File: config.mk
export PLATFORM = sky130hd
export DESIGN_NAME = imem_loader
export DESIGN_NICKNAME = d
export VERILOG_FILES = /design/src/rtl/imem_loader.sv
export SDC_FILE = /design/constraint.sdc
export NUM_CORES = 1
export LEC_CHECK = 0
export ABC_AREA = 1
export BUFFER_PORTS_ARGS = -buffer_cell sky130_fd_sc_hd__buf_2
export CAP_MARGIN = 20
export CORE_MARGIN = 2
export CORE_UTILIZATION = 35
export CTS_BUF_LIST = sky130_fd_sc_hd__clkbuf_4 sky130_fd_sc_hd__clkbuf_8 sky130_fd_sc_hd__clkbuf_16
export DETAILED_ROUTE_END_ITERATION = 6
export PLACE_DENSITY = 0.69
export SYNTH_ARGS = -nofsm -noshare
export SYNTH_HDL_FRONTEND = slang
export SYNTH_SLANG_ARGS = --single-unit
File: constraint.sdc
create_clock -name clk -period 2.2 [get_ports clk]
set_clock_uncertainty 0.05 [all_clocks]
set_input_delay 0.44 -clock clk [delete_from_list [all_inputs] [get_ports clk]]
set_output_delay 0.44 -clock clk [all_outputs]
set_load 0.1 [all_outputs]
File: src/rtl/imem_loader.sv
// ============================================================================
// Module   : imem_loader
// Purpose  : Boot loader that streams a length-prefixed little-endian image
//            into instruction memory and holds the core in reset until done.
// Revision : 1.0  initial release
// ============================================================================
`default_nettype none

module imem_loader #(
   parameter int WORDS = 256,
   parameter int CNT_W = 16
) (
   input  logic        clk,
   input  logic        reset,
   input  logic        start,
   input  logic        rx_valid,
   input  logic [7:0]  rx_data,
   output logic        rx_ready,
   output logic        imem_we,
   output logic [31:0] imem_addr,
   output logic [31:0] imem_wdata,
   output logic        core_reset,
   output logic        done,
   output logic        error
);

   typedef enum logic [2:0] {
      S_IDLE   = 3'd0,
      S_LEN_LO = 3'd1,
      S_LEN_HI = 3'd2,
      S_DATA   = 3'd3,
      S_WRITE  = 3'd4,
      S_DONE   = 3'd5,
      S_ERR    = 3'd6
   } state_t;

   localparam logic [31:0]      c_words = 32'(WORDS);
   localparam logic [CNT_W-1:0] c_one   = CNT_W'(1);

   state_t           r_state;
   state_t           w_next;
   logic [CNT_W-1:0] r_len;
   logic [CNT_W-1:0] r_word_idx;
   logic [1:0]       r_byte_idx;
   logic [31:0]      r_wdata;

   logic             w_xfer;
   logic [CNT_W-1:0] w_len_new;
   logic             w_len_bad;
   logic             w_last_word;

   assign w_xfer      = rx_valid && rx_ready;
   // Length as it will stand once the high header byte is captured.
   assign w_len_new   = CNT_W'({rx_data, r_len[7:0]});
   assign w_len_bad   = (w_len_new == '0) ||
                        ({{(32-CNT_W){1'b0}}, w_len_new} > c_words);
   assign w_last_word = ((r_word_idx + c_one) == r_len);

   // Every output is a decode of the state register or a registered value.
   assign rx_ready   = (r_state == S_LEN_LO) || (r_state == S_LEN_HI) ||
                       (r_state == S_DATA);
   assign imem_we    = (r_state == S_WRITE);
   assign imem_addr  = 32'({r_word_idx, 2'b00});
   assign imem_wdata = r_wdata;
   assign core_reset = (r_state != S_DONE);
   assign done       = (r_state == S_DONE);
   assign error      = (r_state == S_ERR);

   always_ff @(posedge clk) begin
      if (reset) begin
         r_state <= S_IDLE;
      end else begin
         r_state <= w_next;
      end
   end

   always_comb begin
      w_next = r_state;
      case (r_state)
         S_IDLE:   if (start) w_next = S_LEN_LO;
         S_LEN_LO: if (w_xfer) w_next = S_LEN_HI;
         S_LEN_HI: if (w_xfer) w_next = w_len_bad ? S_ERR : S_DATA;
         S_DATA:   if (w_xfer && (r_byte_idx == 2'd3)) w_next = S_WRITE;
         S_WRITE:  w_next = w_last_word ? S_DONE : S_DATA;
         S_DONE:   if (start) w_next = S_LEN_LO;
         S_ERR:    if (start) w_next = S_LEN_LO;
         default:  w_next = S_IDLE;
      endcase
   end

   always_ff @(posedge clk) begin
      if (reset) begin
         r_len      <= '0;
         r_word_idx <= '0;
         r_byte_idx <= '0;
         r_wdata    <= '0;
      end else begin
         case (r_state)
            S_LEN_LO: begin
               if (w_xfer) r_len[7:0] <= rx_data;
            end
            S_LEN_HI: begin
               if (w_xfer) begin
                  r_len[15:8] <= rx_data;
                  r_word_idx  <= '0;
                  r_byte_idx  <= '0;
               end
            end
            S_DATA: begin
               if (w_xfer) begin
                  r_wdata[8*r_byte_idx +: 8] <= rx_data;
                  r_byte_idx                 <= r_byte_idx + 2'd1;
               end
            end
            S_WRITE: begin
               r_word_idx <= r_word_idx + c_one;
            end
            default: begin
            end
         endcase
      end
   end

endmodule

`default_nettype wire
Word level (Yosys, flattened, before mapping):

Index checks and enable logic that the tools add are counted.

* bits in registers: 69
* bits in latches: 0
* memory bits (writable): 0
* memory bits (read-only): 0
* input port bits: 12
* memories kept: 0

* add/sub/neg operators: 3
* multiply operators: 0
* div/mod/pow operators: 0
* order comparisons: 1
* equality and inequality tests: 14
* shift operators: 2
* mux-type cells: 13
* bitwise gates (word level): 0
* reduce and logical (&&, ||, !) cells: 16

Operator list (count)
* $neg A5 Y34: 1
* $shift A8 B34 Y32 const A: 1
* $shiftx A8 B34 Y32: 1
* $bwmux W32: 1
* $pmux W16 S2: 1
* $mux W3: 6
* $add A16 B1 Y16 const B: 1
* $eq A16 B16 Y1: 1
* $gt A16 B9 Y1 const B: 1
* $logic_not A16 Y1: 1
* $mux W16: 1
* $pmux W3 S5: 1
* $eq A3 B3 Y1 const B: 3
* $reduce_and A2 Y1: 4
* $eq A3 B2 Y1 const B: 2
* $ne A2 B2 Y1 const B: 3
* $mux W2: 2
* $ne A2 B1 Y1 const B: 2
* $pmux W2 S2: 1
* $reduce_and A4 Y1: 1
* $reduce_bool A2 Y1: 2
* $eq A3 B1 Y1 const B: 1
* $logic_not A3 Y1: 1
* $logic_or A1 B1 Y1: 3
* other kinds (6): 7

Depth between registers and ports, before layout:

Gate-level depths: netlist (run 1).

* word-level depth: 7
* gate-level depth with buffers: 16
* mapped depth without buffers: 16

Worst setup path before layout (run 1):

No wires, ideal clock.

* path kind: register to output
* start point: register r_state[0]
* end point: output port core_reset
* arrival: 2.809 ns
* required time: 1.710 ns
* slack: -1.099 ns
* stages on the path, launching flop included: 6
* buffers on the path: 0
* path through: dfxtp_1 inv_1 nor2_1 inv_1 nor2_1 inv_1

* word-level cells in the longest chain between the ends: 1

RTL lines
* from (decl): line 40 `state_t r_state;`
* from (signal assigned): line 73 `r_state <= w_next;`
* $ne A3 B3 Y1: line 65 `assign core_reset = (r_state != S_DONE);`
* to (decl): line 22 `output logic core_reset,`

No other way between the ends.

Worst setup path in the final report (run 1):

* start point: register r_state[2]
* end point: output port error

* word-level cells in the longest chain between the ends: 1

RTL lines
* $eq A3 B3 Y1: line 67 `assign error = (r_state == S_ERR);`
* to (decl): line 24 `output logic error`

No other way between the ends.

==> impl_results.md, run 1 <==
- DP Cell Count: 754
- Clock latency on the worst-skew pair: roughly 350 ps
- Crit. Startpoint: r_state[2]$_SDFFE_PP0P_
- Status: completed
- DR pass1 iterations: 5
- Power density cells: about 800 nW/um^2
- Routed WL: 10.0 mm
- CP arrival: 1590 ps
- VDD IR max: 343 uV
- Final setup viols: 0
- RD Place Congestion: 0.904
- Post-synth EDFFs: 0
- Number of I/O pins: 81
- Drt initial violations: 231
- ANT cells: 0
- Pleak: 2.09 nW
- Vias in the first global route: 3,495
- Hold Crit Class: primary input to flop
- Initial core utilization: 0.363
- Post-synth cell types: 35
- Row Count: 37
- Buffers added on ports: 64
- Die height: ~110 um
- Min Clock Period, post-route: 2080 ps
- Hold Buf Count CTS: 0
- Setup crit start kind: flop
- CTS tree: done
- Final Cell Area: ~4500 um^2
- Max Cap Viol: 0
- TritonCTS Buffers: 9
- Longest Clk Path Bufs: 2
- Setup CP Type: flop to primary output
- Yosys reg bits: 69
- Num Clock Sinks: 69
- Vias after detailed routing: 3,860
- First-pass GRT wire length: 16.6 mm
- Worst slew margin: 0.647
- Asr flop ratio synth: 0
- Post-route clock period utilization: 0.946
- Worst-path clk slew: 80 ps
- Syn Std Cell Area: 3780 um^2
- Final hold violation count: 0
- Maximum fanout along the worst path: 7
- Initial antenna violation count: 0
- Die Wd: 108 um
- FMAX: about 480 MHz
- CP Data Required Time: 1710 ps
- Worst Min Path Start: rx_valid
- Nets: 650
- Finished Layout Cells: 773
- Core Util, Final: 0.429
- Total gr overflow: 0
- Full die area: 11,700 um^2
- Post-synthesis sequential area ratio: 0.365
- DRC errors left: 0
- Core outline area: 10,400 um^2
- Post-DP HPWL: 7.32 mm
- Setup TNS: 0 ps
- Crit path capture type: primary output
- ANT nets after route: 0
- Total track usage: 0.179
- R2r startpoint: r_word_idx[0]$_SDFFE_PP0P_
- Synth Flop Type: dfxtp_1
- Worst slew pin tran: 528 ps
- DP Worst Slack: roughly 220 ps
- Total power: 3.58 mW
- Largest net degree at the start of global routing: 36
- Synth warnings: 0
- Area grow syn2layout: 18.0%
- Mean area per synthesized cell: 6.73 um^2
- Post-DP Area: 4240 um^2
- Hold slack final: 356 ps
- WL per Instance: 13.0 um
- Max-slew violation count: 0
- Clk root buf: clkbuf_8
- H-tree Lvls: 3
- Drt via density: 4.99
- Final WS setup: 119 ps
- Post-synthesis cell count: 562
- Layout cell share with drive strength beyond 1: 0.209
## report_power, final
part,switching (mW),internal (mW)
logic,0.840,0.288
clock network,0.520,0.528
registers,0.0766,1.33
total,1.44,2.15
## cell families (layout without fill, tap and decap cells)
kind of cell               after synthesis  in the layout  synth area share
xor gates and xnor gates                 2              2           0.00463
buffers and inverters                   93            153             0.117
other                                    1             16          0.000991
adders and majority gates                6              6            0.0198
DFF                                     69             69             0.365
AOI/OAI and AO/OA                      108            108             0.152
and+or+nand+nor                        283            283             0.340
## flip-flops by register name (all words and copies together), names as in the netlist
name / count
imem_wdata: 32
r_len: 16
r_word_idx: 16
r_state: 3
r_byte_idx: 2
## Yosys cell counts (2+ instances only)
cell | number | area, um^2
nand2_1 | 137 | 514
clkbuf_1 | 10 | 37.5
a21oi_1 | 60 | 300
ha_1 | 6 | 75.1
nor3_1 | 4 | 20.0
nand2_2 | 8 | 50.1
nand4_1 | 17 | 106
clkinv_1 | 2 | 7.51
inv_1 | 57 | 214
o21ai_0 | 38 | 190
dfxtp_1 | 69 | 1380
nand3_1 | 49 | 245
inv_2 | 2 | 7.51
o211a_1 | 5 | 50.1
nand3b_1 | 5 | 37.5
nor2_1 | 50 | 188
nor2_2 | 5 | 31.3
clkbuf_8 | 3 | 41.3
buf_4 | 16 | 120
nor2_8 | 2 | 40.0
buf_2 | 2 | 10.0
nand3_2 | 2 | 20.0
## timing repair
| action | CTS | global route |
|---|---|---|
| endpoints found under the setup margin | 0 | 3 |
| resized for setup | 0 | 4 |
| setup buffers | 0 | 3 |
## critical path, cell delays in order, from the launching register on
cell     delay, ps
dfxtp_1        520
inv_1          170
nor2_2         130
buf_2          430
## cell type report
cell class,instances,area [um^2]
clock buffers,9,124
fillers,1075,5950
multi-input cells,415,2040
clock inverters,7,73.8
flip-flops and latches,69,1400
well taps,136,170
inverters,61,229
repair buffers,76,428
## worst paths after layout
path / cells after the start / slack, ps / to
max reg2reg: 15 / 220 / r_state[2]$_SDFFE_PP0P_
max: 3 / 120 / error
min reg2reg: 2 / 420 / imem_wdata[18]$_SDFFE_PP0P_
min: 3 / 360 / r_byte_idx[1]$_SDFFE_PP0P_
## metal layers
layer | vias to the layer above | track usage | share of wire
met5 | - | 0 | 0
met4 | 0 | 0.0412 | 0.0092
met3 | 10 | 0.0506 | 0.084
met2 | 172 | 0.303 | 0.47
met1 | 1722 | 0.226 | 0.44
li1 | 1956 | - | -
## cells in the final DEF, fill, tap and decap left out, types with 2 or more instances in the layout
| cell | n |
|---|---|
| nand3_2 | 2 |
| nor2_1 | 46 |
| nor3_1 | 4 |
| o211a_1 | 5 |
| o21ai_0 | 37 |
| buf_4 | 12 |
| buf_2 | 62 |
| nand3_1 | 49 |
| inv_1 | 57 |
| nor2_2 | 7 |
| clkinv_1 | 2 |
| ha_1 | 5 |
| nand4_1 | 17 |
| dfxtp_2 | 13 |
| clkinvlp_4 | 2 |
| nand3b_1 | 5 |
| inv_2 | 2 |
| clkbuf_8 | 9 |
| dfxtp_1 | 55 |
| a21oi_1 | 60 |
| nor2_8 | 2 |
| nand2_1 | 137 |
| conb_1 | 16 |
| nor2_4 | 3 |
| nand2_2 | 8 |
(Power assumes the default switching activity.)
==> run 2, diff against run 1 <==
==> constraint.sdc (replaced) <==
create_clock -name clk -period 2.2 [get_ports clk]
set_clock_uncertainty 0.05 [all_clocks]
set_input_delay 0.11 -clock clk [delete_from_list [all_inputs] [get_ports clk]]
set_output_delay 0.11 -clock clk [all_outputs]
set_load 0.1 [all_outputs]
==> impl_results.md, run 2 (synthesis results as in run 1) <==
- Largest net degree at the start of global routing: 35
- ANT nets after route: 0
- Power density cells: 794 nW/um^2
- Drt initial violations: 223
- Status: completed
- Worst slew margin: 0.620
- Full die area: around 12,000 um^2
- Max-slew violation count: 0
- Drt via density: 4.92
- Crit path capture type: flop
- Layout cell share with drive strength beyond 1: 0.205
- Largest register FFs: 32
- DP Cell Count: 753
- R2r startpoint: r_word_idx[1]$_SDFFE_PP0P_
- Hold slack final: 22.3 ps
- Post-route clock period utilization: 0.893
- Met1 Track Usage GR: 0.226
- Post-DP Area: 4210 um^2
- Most frequent cells in the layout: 137 x nand2_1, 64 x buf_2, 60 x a21oi_1
- Final Cell Area: 4420 um^2
- Row Count: 37
- TritonCTS Buffers: 9
- Initial core utilization: 0.363
- First-pass GRT wire length: 17.0 mm
- Maximum fanout along the worst path: 7
- Max Cap Viol: 0
- Core Util, Final: 0.424
- Met2 Usage GRT: 0.310
- Core outline area: roughly 10,000 um^2
- Initial antenna violation count: 0
- Clk root buf: clkbuf_8
- Setup TNS: 0 ps
- Longest Clk Path Bufs: 2
- DR pass1 iterations: 5
- Post-DP HPWL: between 7 and 8 mm
- Vias in the first global route: 3,605
- Buffers added on ports: 64
- Setup crit start kind: flop
- Die Wd: 108 um
- Pleak: 2.07 nW
- Total power: 3.51 mW
- Clock latency on the worst-skew pair: 350 ps
- Worst slew pin tran: between 500 and 600 ps
- Hold Crit Class: primary input to flop
- VDD IR max: 332 uV
- Vias after detailed routing: 3,792
- Routed WL: 10.4 mm
- Met3 usage: 0.0506
- Die height: roughly 110 um
- Finished Layout Cells: 771
- Worst-path clk slew: around 80 ps
- ANT cells: 0
- Area grow syn2layout: 16.8%
- Worst Min Path Start: rx_valid
- Total gr overflow: 0
- Final hold violation count: 0
- Num Clock Sinks: 69
- Worst R2R Setup Slack: 240 ps
- CP arrival: 2200 ps
- Crit. Startpoint: r_word_idx[1]$_SDFFE_PP0P_
- CP Data Required Time: 2440 ps
- Min Clock Period, post-route: 1960 ps
- FMAX: 509 MHz
- Final setup viols: 0
- DP Worst Slack: around 240 ps
- Most used routing layer: met2
- Nets: 648
- Setup CP Type: flop to flop
- CTS tree: done
- DRC errors left: 0
- WL per Instance: approximately 13 um
- H-tree Lvls: 3
- Final WS setup: 236 ps
- Commonest non-fill, non-tap cell in the layout: nand2_1
- Number of I/O pins: 81
- RSZ-0062 raised after global routing: false
- Total track usage: 0.183
- RD Place Congestion: between 0.8 and 0.9
## run 2: path summary, 6_finish.rpt
kind | end | cells after the start
setup / recovery | r_state[2]$_SDFFE_PP0P_ | 15
setup reg to reg | r_state[2]$_SDFFE_PP0P_ | 15
hold / removal | r_byte_idx[1]$_SDFFE_PP0P_ | 3
hold reg to reg | imem_wdata[21]$_SDFFE_PP0P_ | 2
## run 2: critical path, stage by stage (launching register included)
cell,delay [ps]
dfxtp_4,370
ha_2,200
nand2_2,100
nor2_4,190
nand2_1,90
nand3_1,100
nand2_1,60
inv_1,50
nand3_1,90
nor2_1,140
nand2_1,60
nor2_1,100
nand3_1,70
nand2_1,70
nand2_1,60
a21oi_2,110
## run 2: timing repair
item                       in CTS  in global routing
setup endpoints to repair       0                  2
gates resized for setup         0                  4
hold buffers                    0                  0
setup buffers                   0                  2
## run 2: final cells by class
cell class / instances / area, um^2
clock inverter: 6 / 51.3
multi-input combinational: 415 / 2030
timing repair buffer: 74 / 395
fill: 1114 / 6000
tap: 136 / 170
inverter: 61 / 229
clock buffer: 10 / 138
sequential: 69 / 1400
## run 2: layer usage
metal  share of wire  vias to the layer above
li1                -                     1947
met1            0.45                     1714
met2            0.47                      116
met3           0.062                       15
met4           0.018                        0
met5               0                        -
## run 2: power by group
part           internal [mW]  switching (mW)  total [mW]  leakage, nW
clock                  0.460           0.551        1.01       0.0947
combinational          0.265           0.829        1.09         1.41
sequential              1.33          0.0759        1.40        0.565
==> run 3, diff against run 2 <==
- BUFFER_PORTS_ARGS: -buffer_cell sky130_fd_sc_hd__buf_2 -> -buffer_cell sky130_fd_sc_hd__buf_4
==> impl_results.md, run 3 (synthesis results as in run 1) <==
- Total power: approximately 3.7 mW
- Vias in the first global route: 3,483
- FMAX: 499 MHz
- Worst slew margin: 0.446
- Max-slew violation count: 0
- ANT cells: 0
- Area grow syn2layout: 21.7%
- CTS tree: done
- Clk root buf: clkbuf_8
- Final setup viols: 0
- Area of the multi-input gates: 2040 um^2
- Finished Layout Cells: ~770
- Routed WL: about 10 mm
- Full die area: around 12,000 um^2
- DR pass1 iterations: 6
- TritonCTS Buffers: 9
- First-pass GRT wire length: about 17 mm
- Setup crit start kind: flop
- Num Clock Sinks: 69
- Largest net degree at the start of global routing: 36
- ANT nets after route: 0
- Hold slack final: 29.3 ps
- Setup CP Type: flop to flop
- CP Data Required Time: 2430 ps
- Core outline area: 10,400 um^2
- R2r startpoint: r_word_idx[0]$_SDFFE_PP0P_
- Drt via density: 4.98
- H-tree Lvls: 3
- Crit path capture type: flop
- Hold path cells: 3
- Post-DP Area: 4350 um^2
- Initial core utilization: 0.363
- WL per Instance: roughly 13 um
- RSZ-0062 raised after global routing: false
- DP Cell Count: 751
- Post-DP HPWL: 7.32 mm
- Final Cell Area: 4600 um^2
- Nets: roughly 650
- Final hold violation count: 0
- Hold Crit Class: primary input to flop
- Longest Clk Path Bufs: 2
- Number of I/O pins: 81
- Power density cells: 806 nW/um^2
- CP arrival: roughly 2200 ps
- DP Worst Slack: 202 ps
- Total gr overflow: 0
- Layout cell share with drive strength beyond 1: 0.201
- Maximum fanout along the worst path: 7
- Worst Min Path Start: rx_data[7]
- Row Count: 37
- Most frequent cells in the layout: 136 x nand2_1, 71 x buf_4, 60 x a21oi_1
- Total track usage: 0.179
- Seq. cell area: 1400 um^2
- VDD IR max: 329 uV
- Initial antenna violation count: 0
- Commonest non-fill, non-tap cell in the layout: nand2_1
- Drt initial violations: 300
- Setup TNS: 0 ps
- Hold worst-path end: imem_wdata[23]$_SDFFE_PP0P_
- Post-route clock period utilization: 0.912
- Worst slew pin tran: 830 ps
- FILL cells: 1,073
- R2R Path End: r_state[2]$_SDFFE_PP0P_
- Pleak: 2.08 nW
- Status: completed
- Largest register FFs: 32
- Worst-path clk slew: 80 ps
- Die Wd: 108 um
- Max Cap Viol: 0
- Vias after detailed routing: 3,822
- DRC errors left: 0
- RD Place Congestion: 0.847
- Die height: 108 um
- Min Clock Period, post-route: 2010 ps
- Core Util, Final: 0.442
- R2R cell count: 15
- Buffers added on ports: 64
- Clock latency on the worst-skew pair: 340 ps
- Final WS setup: 194 ps
- Worst R2R Setup Slack: 190 ps
[run 3: area by class of cell]
class	count	area share
Multi-Input combinational cell	415	0.444
Tap cell	136	0.0370
Clock inverter	7	0.0226
Inverter	61	0.0497
Timing Repair Buffer	71	0.116
Sequential cell	69	0.304
Clock buffer	9	0.0269
[run 3: routing by layer]
layer / global-route usage / routed length (um)
met1: 0.226 / 4620
met2: 0.305 / 4700
met3: 0.0458 / 713
met4: 0.0403 / 85
met5: 0 / 0
[run 3: timing repair]
action,CTS,global route
hold buffers,0,0
hold endpoints to repair,0,0
endpoints found under the setup margin,0,2
setup buffers,0,1
gates resized for setup,0,3
[run 3: report_power, final]
group / leakage, nW / internal [mW] / total (mW) / switching [mW]
registers: 0.564 / 1.33 / 1.41 / 0.0784
logic: 1.40 / 0.284 / 1.11 / 0.831
clock network: 0.115 / 0.654 / 1.19 / 0.534
[run 3: worst max-delay path by stage]
stage,cells past startpoint,from,end
2_1_floorplan,7,r_state[0]$_SDFFE_PP0P_,r_word_idx[2]$_SDFFE_PP0P_
3_3_place_gp,14,r_word_idx[0]$_SDFFE_PP0P_,r_state[1]$_SDFFE_PP0P_
3_5_place_dp,16,r_word_idx[0]$_SDFFE_PP0P_,r_state[1]$_SDFFE_PP0P_
4_1_cts,15,r_word_idx[0]$_SDFFE_PP0P_,r_state[2]$_SDFFE_PP0P_
5_1_grt,16,r_word_idx[0]$_SDFFE_PP0P_,r_state[1]$_SDFFE_PP0P_
6_report,15,r_word_idx[0]$_SDFFE_PP0P_,r_state[2]$_SDFFE_PP0P_
[run 3: worst max-delay path, stage by stage, from the launching register on]
cell	delay, ps
dfxtp_4	400
ha_4	160
nand2_2	90
nor2_4	190
nand2_1	90
nand2_2	90
nand2_1	60
nand2_1	100
nand2_1	70
nor2_1	100
nand3b_1	120
nor2_1	120
nand3_1	90
nand2_1	60
nand2_1	50
a21oi_2	110
